$ cat config.mk
export PLATFORM = sky130hd
export DESIGN_NAME = fetch_buf
export DESIGN_NICKNAME = d
export VERILOG_FILES = /design/src/rtl/fetch_buf_pkg.sv /design/src/rtl/fetch_buf_fifo.sv /design/src/rtl/fetch_buf.sv
export SDC_FILE = /design/constraint.sdc
export NUM_CORES = 1
export LEC_CHECK = 0
export ABC_AREA = 1
export CORE_MARGIN = 3
export CORE_UTILIZATION = 45
export DETAILED_ROUTE_END_ITERATION = 12
export PLACE_DENSITY = 0.68
export SLEW_MARGIN = 20
export SYNTH_ARGS = -nofsm -noshare
export SYNTH_HDL_FRONTEND = slang
export SYNTH_SLANG_ARGS = --single-unit
$ cat constraint.sdc
create_clock -name clk -period 6.2 [get_ports clk]
set_input_delay 1.24 -clock clk [delete_from_list [all_inputs] [get_ports clk]]
set_output_delay 1.24 -clock clk [all_outputs]
set_load 0.01 [all_outputs]
$ cat src/rtl/fetch_buf_pkg.sv
// Shared types and helpers for the fetch_buf instruction-fetch front end.
package fetch_buf_pkg;

   localparam logic [63:0] FB_RESET_PC = 64'h0;

   // Occupancy counters must be able to hold the value DEPTH itself.
   function automatic int fb_cnt_w(input int depth);
      return $clog2(depth + 1);
   endfunction

   typedef struct packed {
      logic [31:0] pc;
      logic [31:0] inst;
   } fb_entry32_t;

endpackage

$ cat src/rtl/fetch_buf_fifo.sv
// Generic synchronous FIFO: push/pop/clear, occupancy count and a head
// output read straight from storage (no input-to-output combinational path).
module fetch_buf_fifo
   import fetch_buf_pkg::*;
#(
   parameter int W     = 8,
   parameter int DEPTH = 4,
   parameter int CW    = fb_cnt_w(DEPTH)
) (
   input  logic          clk,
   input  logic          rst,
   input  logic          clear_i,
   input  logic          push_i,
   input  logic          pop_i,
   input  logic [W-1:0]  wdata_i,
   output logic [CW-1:0] count_o,
   output logic [W-1:0]  head_o
);

   localparam int PW = $clog2(DEPTH);

   logic [W-1:0]  mem_q [DEPTH];
   logic [PW-1:0] rd_q, wr_q;
   logic [CW-1:0] cnt_q;
   logic          do_pop;

   assign do_pop  = pop_i && (cnt_q != '0);
   assign count_o = cnt_q;
   assign head_o  = mem_q[rd_q];

   always_ff @(posedge clk) begin
      if (rst || clear_i) begin
         rd_q  <= '0;
         wr_q  <= '0;
         cnt_q <= '0;
      end else begin
         if (push_i) wr_q <= wr_q + PW'(1);
         if (do_pop) rd_q <= rd_q + PW'(1);
         cnt_q <= cnt_q + CW'(push_i) - CW'(do_pop);
      end
   end

   // Storage is zeroed on reset so the head output reads 0 out of reset.
   always_ff @(posedge clk) begin
      if (rst) begin
         for (int i = 0; i < DEPTH; i++) mem_q[i] <= '0;
      end else if (push_i && !clear_i) begin
         mem_q[wr_q] <= wdata_i;
      end
   end

   always_ff @(posedge clk) begin
      if (!rst && !clear_i) begin
         assert (!(push_i && !do_pop && cnt_q == CW'(DEPTH)));
      end
   end

endmodule

$ cat src/rtl/fetch_buf.sv
// Instruction-fetch front end: PC generation, pipelined memory requests,
// response buffering and redirect/flush. Optional FETCH_BUF_PERF_EN adds counters.
module fetch_buf
   import fetch_buf_pkg::*;
#(
   parameter int                ADDR_W   = 32,
   parameter int                DATA_W   = 32,
   parameter int                DEPTH    = 4,
   parameter logic [ADDR_W-1:0] RESET_PC = ADDR_W'(FB_RESET_PC),
   parameter int                PC_STEP  = 4
) (
   input  logic              clk,
   input  logic              rst,
   output logic              o_rom_req,
   output logic [ADDR_W-1:0] o_rom_addr,
   input  logic              i_rom_gnt,
   input  logic              i_rom_rvalid,
   input  logic [DATA_W-1:0] i_rom_rdata,
   input  logic              i_redirect,
   input  logic [ADDR_W-1:0] i_redirect_pc,
   input  logic              i_id_stall,
   output logic              o_id_valid,
   output logic [ADDR_W-1:0] o_id_pc,
   output logic [DATA_W-1:0] o_id_inst
`ifdef FETCH_BUF_PERF_EN
   ,
   output logic [31:0]       o_perf_stall_cycles,
   output logic [31:0]       o_perf_drop_cnt
`endif
);

   localparam int                CW   = fb_cnt_w(DEPTH);
   localparam logic [ADDR_W-1:0] STEP = ADDR_W'(PC_STEP);

   typedef struct packed {
      logic [ADDR_W-1:0] pc;
      logic [DATA_W-1:0] inst;
   } entry_t;

   if (DEPTH < 2 || (DEPTH & (DEPTH - 1)) != 0) begin : g_bad_depth
      $error("fetch_buf: DEPTH must be a power of 2 and >= 2");
   end

   logic [ADDR_W-1:0] pc_q, pc_d, resp_pc_q, resp_pc_d;
   logic [CW-1:0]     out_q, out_d, drop_q, drop_d, count;
   logic              issue, push, pop;
   entry_t            wentry, head;

   // Credit check counts both buffered and in-flight entries so a push never hits a full FIFO.
   assign o_rom_req  = !rst && !i_redirect &&
                       (({1'b0, count} + {1'b0, out_q}) < (CW+1)'(DEPTH));
   assign o_rom_addr = pc_q;
   assign issue      = o_rom_req && i_rom_gnt;
   assign pop        = (count != '0) && !i_id_stall && !i_redirect;
   assign wentry     = '{pc: resp_pc_q, inst: i_rom_rdata};

   always_comb begin
      pc_d      = pc_q;
      resp_pc_d = resp_pc_q;
      out_d     = out_q;
      drop_d    = drop_q;
      push      = 1'b0;
      if (i_redirect) begin
         // Everything still in flight after this cycle belongs to the old stream.
         pc_d      = i_redirect_pc;
         resp_pc_d = i_redirect_pc;
         out_d     = out_q - CW'(i_rom_rvalid);
         drop_d    = out_d;
      end else begin
         if (issue) pc_d = pc_q + STEP;
         out_d = out_q + CW'(issue) - CW'(i_rom_rvalid);
         if (i_rom_rvalid) begin
            if (drop_q != '0) begin
               drop_d = drop_q - CW'(1);
            end else begin
               push      = 1'b1;
               resp_pc_d = resp_pc_q + STEP;
            end
         end
      end
   end

   always_ff @(posedge clk) begin
      if (rst) begin
         pc_q      <= RESET_PC;
         resp_pc_q <= RESET_PC;
         out_q     <= '0;
         drop_q    <= '0;
      end else begin
         pc_q      <= pc_d;
         resp_pc_q <= resp_pc_d;
         out_q     <= out_d;
         drop_q    <= drop_d;
      end
   end

   fetch_buf_fifo #(
      .W     ($bits(entry_t)),
      .DEPTH (DEPTH),
      .CW    (CW)
   ) u_fifo (
      .clk     (clk),
      .rst     (rst),
      .clear_i (i_redirect),
      .push_i  (push),
      .pop_i   (pop),
      .wdata_i (wentry),
      .count_o (count),
      .head_o  (head)
   );

   assign o_id_valid = (count != '0);
   assign o_id_pc    = head.pc;
   assign o_id_inst  = head.inst;

   always_ff @(posedge clk) begin
      if (!rst) begin
         assert (!(i_rom_rvalid && out_q == '0));
      end
   end

`ifdef FETCH_BUF_PERF_EN
   logic [31:0] stall_cyc_q, drop_cnt_q;
   logic        dropped;

   assign dropped = i_rom_rvalid && (i_redirect || drop_q != '0);

   always_ff @(posedge clk) begin
      if (rst) begin
         stall_cyc_q <= '0;
         drop_cnt_q  <= '0;
      end else begin
         if (o_id_valid && i_id_stall && stall_cyc_q != '1) stall_cyc_q <= stall_cyc_q + 32'd1;
         if (dropped && drop_cnt_q != '1) drop_cnt_q <= drop_cnt_q + 32'd1;
      end
   end

   assign o_perf_stall_cycles = stall_cyc_q;
   assign o_perf_drop_cnt     = drop_cnt_q;
`endif

endmodule

After elaboration in Yosys (flattened, before gate mapping)
Memory sizes are Yosys's and may differ from the RTL's. A register that Yosys moved wholly into a read port is not among the register bits.
Cells that the tools add are included.
- logic and storage cells: 62
- RAM bits: 256
- memories kept: 1
- output and inout bits: 98
- flip-flop bits (word level): 77
- input bits: 70
- memory list (name ; depth ; width ; rd ports ; clocked after Yosys merged registers in ; wr ports ; RTL line ; source):
    u_fifo.mem_q ; 4 ; 64 ; 1 ; 1 ; 4 ; fetch_buf_fifo.sv:22 ; logic [W-1:0] mem_q [DEPTH];
- muxes and demuxes: 22
- add/subtract/negate cells: 11
- reduce and logical (&&, ||, !) cells: 19
- eq/ne operators: 1
- order comparisons: 1
- operators with widths (cell ; number):
    $mux W32 ; 5
    $add A32 B3 Y32 const B ; 2
    $mux W64 ; 1
    $reduce_or A64 Y1 ; 1
    $mux W3 ; 4
    $mux W1 ; 9
    $sub A3 B1 Y3 ; 3
    $logic_and A1 B1 Y1 ; 7
    $add A3 B1 Y3 ; 2
    $mux W2 ; 3
    $reduce_bool A2 Y1 ; 3
    $reduce_bool A3 Y1 ; 2
    $add A2 B1 Y2 const B ; 2
    $add A3 B3 Y4 ; 1
    $lt A4 B3 Y1 const B ; 1
    $reduce_and A2 Y1 ; 2
    $logic_not A1 Y1 ; 3
    $sub A3 B1 Y3 const B ; 1
    $ne A2 B2 Y1 const B ; 1
    $logic_or A1 B1 Y1 ; 1

Depth between registers and ports, before layout
- depth after elaboration: 10
- mapped depth: 13

Modules after synthesis
From an unflattened synthesis, not the netlist that was laid out.
- cell total of the unflattened synthesis: 1825
- area total of the unflattened synthesis: 16155.5 um2
- by module, submodules not included (module ; area each (um2) ; cells an instance ; sequential area each (um2) ; instances):
    fetch_buf_fifo ; 11451.0 ; 1047 ; 7867.5 ; 1
    fetch_buf ; 4704.5 ; 778 ; 1401.3 ; 1

Least setup slack after synthesis
Ideal clock, no wire load.
- kind: input port to flip-flop
- start: in i_rom_rvalid
- end: mem u_fifo.mem_q[1][0] (netlist bit) (enable)
- stages: 4
- required time: 5626 ps
- slack: -462 ps
- arrival time: 6088 ps
- setup time: 574 ps
- cells stage by stage: nand2_1 nor2_2 inv_2 o21ai_0
- RTL lines (element ; RTL line ; source):
    start: declaration ; fetch_buf.sv:17 ; input logic i_rom_rvalid,
    end: declaration ; fetch_buf_fifo.sv:22 ;

==> results.toml <==
[outcome]
status = "complete, no violations"

[sta]
post-route-period-util = 0.7287
hold_violations = 0
max_freq_ghz = 0.2213
hold_ws_ns = 0.4788
tightest_slew_ns = 1.137
final-max-slew-violation-count = 0
finClkSkew_ns = 0.01825
fin_crit_ns = 4.518
fin_tns_setup_ns = 0
rsz0062_at_grt = "false"
max_slew_margin = 0.2374
setup_viol = 0

[synthesis]
ys_ff_latch = 335
yosysWarnings = 0
synth_area_per_cell_sq_um = 8.823
synth_area_leader_cell = "edfxtp_1"
syn_nets = 1883
yosysSeqAreaShare = 0.5840
ys_types = 36
synth.cell_area_sq_um = 15870
netlist_instances = 1799
synth_top_area_share = 0.4843
synthTopCellsByArea = "edfxtp_1 48%, nor2_1 10%, dfxtp_1 10%"

[power]
cellLeakagePower_nw = 6.964
p_comb_frac = 0.104
p_seq_frac = 0.506
p_sw_frac = 0.2449
p_switching_mw = 1.256
p_clk_frac = 0.390
irDropWorstVdd_uv = 181.9
power-per-cell-area_nw_per_um2 = 269.6
p_int_mw = 3.872

[clock_network]
insertion_delay_ns = 0.52
cts_setup_buffers = 0
numCtsBuffers = 36
clockBufferDepth = 3
cts_root_buf = "clkbuf_16"
htree_levels = 2
tritoncts = "yes"
clk_pin_slew_ns = 0.06
cts-resized-gates = 0
cts_hold_buf = 0
numClockSinks = 335

[die]
die_y_microns = 193.8
coreArea_sq_um = 34630
die_w_microns = 193.8
io_pins = 168
start_util = 0.4584
design.die.area_sq_um = 37560
row_count = 68

[route]
routed_wl_mm = 43.14
drc = 0
ant_nets = 0
wire_per_inst_microns = 17.88
via_count = 13024
drt-pass1-iter-count = 5
avgViaCountPerCell = 5.397
drt_iter0_markers = 929

[global_routing]
grt_util_all_layers = 0.2229
antenna_found_initial = 0
grt_pass1_wl_mm = 68.34
grt.overflow.total = 0
grt_max_degree = 76
grt_pass1_vias = 12716

[worst_setup_path]
critPathLaunchType = "flop"
cp.required_ns = 4.96
crit_type = "reg2out"
r2r_slack_ns = 3.19
arrival_ns = 3.28
path_max_fanout = 55
endpoint_kind = "output pin"

[final_layout]
fill_cells = 3141
multi_input_area_sq_um = 5563
synthToLayoutAreaGrowth_pct = 19.85
finish.utilization = 0.5494
drive_gt1_frac = 0.06027
diodes = 0
seq_area_sq_um = 9274
nets = 2017

[min_path]
min_path_type = "reg2reg"

[placement]
io_buffer_count = 167
hpwl_mm = 27.27
place_congestion = 0.8988

[run]
maxCapViolCount = 0
-- per-layer routing --
layer | vias up | share of wire | global-route usage
met5 | - | 0 | 0
met4 | 0 | 0.020 | 0.05293
met1 | 6147 | 0.44 | 0.3147
met3 | 65 | 0.071 | 0.03023
met2 | 537 | 0.47 | 0.3688
li1 | 6275 | - | -
-- cell families after synthesis --
logic type	after synthesis	share of synthesized area
AOI/OAI and AO/OA	330	0.1119
xor gates and xnor gates	17	0.009381
adders and majority gates	14	0.01198
buffers and inverters	272	0.06708
DFF	335	0.5840
and+or+nand+nor	831	0.2158
-- sequential cells by signal, indices dropped and copies added (netlist names), named ones only --
register	count
u_fifo.mem_q	256
o_rom_addr	32
resp_pc_q	32
drop_q	3
out_q	3
u_fifo.count_o	3
u_fifo.rd_q	2
u_fifo.wr_q	2
-- power by group through the flow --
stage	sequential (mW)	combinational [mW]	clock [mW]
after floorplan	2.63	0.282	0
after global placement	2.64	0.526	0
after detailed placement	2.64	0.533	0
after CTS	2.59	0.536	2.03
after global routing	2.61	0.585	2.13
final	2.59	0.533	2.00
-- cell usage after synthesis --
library cell	number
nor2_1	423
nand2_1	260
edfxtp_1	256
o21ai_0	189
inv_1	171
dfxtp_1	79
clkbuf_1	68
o22ai_1	68
nand3_1	58
a21oi_1	50
nor3_1	49
nor2_2	18
buf_2	14
xor2_1	14
nor2_4	13
ha_1	12
a31oi_1	11
nand4_1	7
buf_1	6
inv_2	5
clkinv_1	4
buf_6	3
o21ai_1	3
o21bai_1	3
xnor2_1	3
fa_1	2
a211oi_1	1
a21o_1	1
a22o_1	1
buf_4	1
nand2_2	1
nand3_2	1
o211ai_1	1
o31ai_1	1
o32ai_1	1
or2_2	1
-- layout make-up --
cell class	count	area share
clock inverter	20	0.007366
timing repair buffer	188	0.09721
clock buffer	43	0.04986
sequential	335	0.4875
tap	455	0.02993
inverter	180	0.03571
multi-input combinational	1192	0.2924
-- worst max-delay path, stage by stage (launching register included) --
cell	delay, ns
dfxtp_4	0.73
clkinv_2	0.62
buf_4	0.46
o21ai_0	0.21
o22ai_1	0.19
clkdlybuf4s50_1	0.51
-- path summary, 6_finish.rpt --
path / from / endpoint / cells past startpoint
worst max-delay path: flop / o_id_pc[19] / 5
worst min-delay path: u_fifo.rd_q[1] / flop / 2
worst max register to register: drop_q[0] / u_fifo.mem_q[2][6] / 11
worst min register to register: u_fifo.rd_q[1] / flop / 2
-- through the flow --
step	std cells	power [mW]	cell area (sq um)	worst slack [ns]
finish	2413	5.128	19020	1.682
global route	2413	5.316	19020	1.439
CTS	2413	5.160	19020	1.621
detailed placement	2350	3.171	17930	1.877
global placement	2350	3.162	17930	1.896
floorplan	1799	2.913	15870	1.271
-- cell usage in the layout, fill, tap and decap left out, types with 2 or more instances in the layout --
cell             netlist  layout
a21oi_1               50      50
a31oi_1               11      11
buf_12                 0       2
buf_4                  1      19
clkbuf_1              68       6
clkbuf_16              0      37
clkdlybuf4s50_1        0     166
clkinv_1               4      13
clkinv_2               0       5
clkinvlp_4             0       3
dfxtp_1               79      77
edfxtp_1             256     256
fa_1                   2       2
ha_1                  12      12
inv_1                171     170
inv_2                  5       4
nand2_1              260     255
nand2_2                1       6
nand3_1               58      58
nand4_1                7       7
nor2_1               423     423
nor2_2                18      18
nor2_4                13      13
nor3_1                49      49
o21ai_0              189     188
o21ai_1                3       3
o21bai_1               3       3
o22ai_1               68      68
xnor2_1                3       3
xor2_1                14      14
Note: power is estimated with default switching activity, not from simulation.
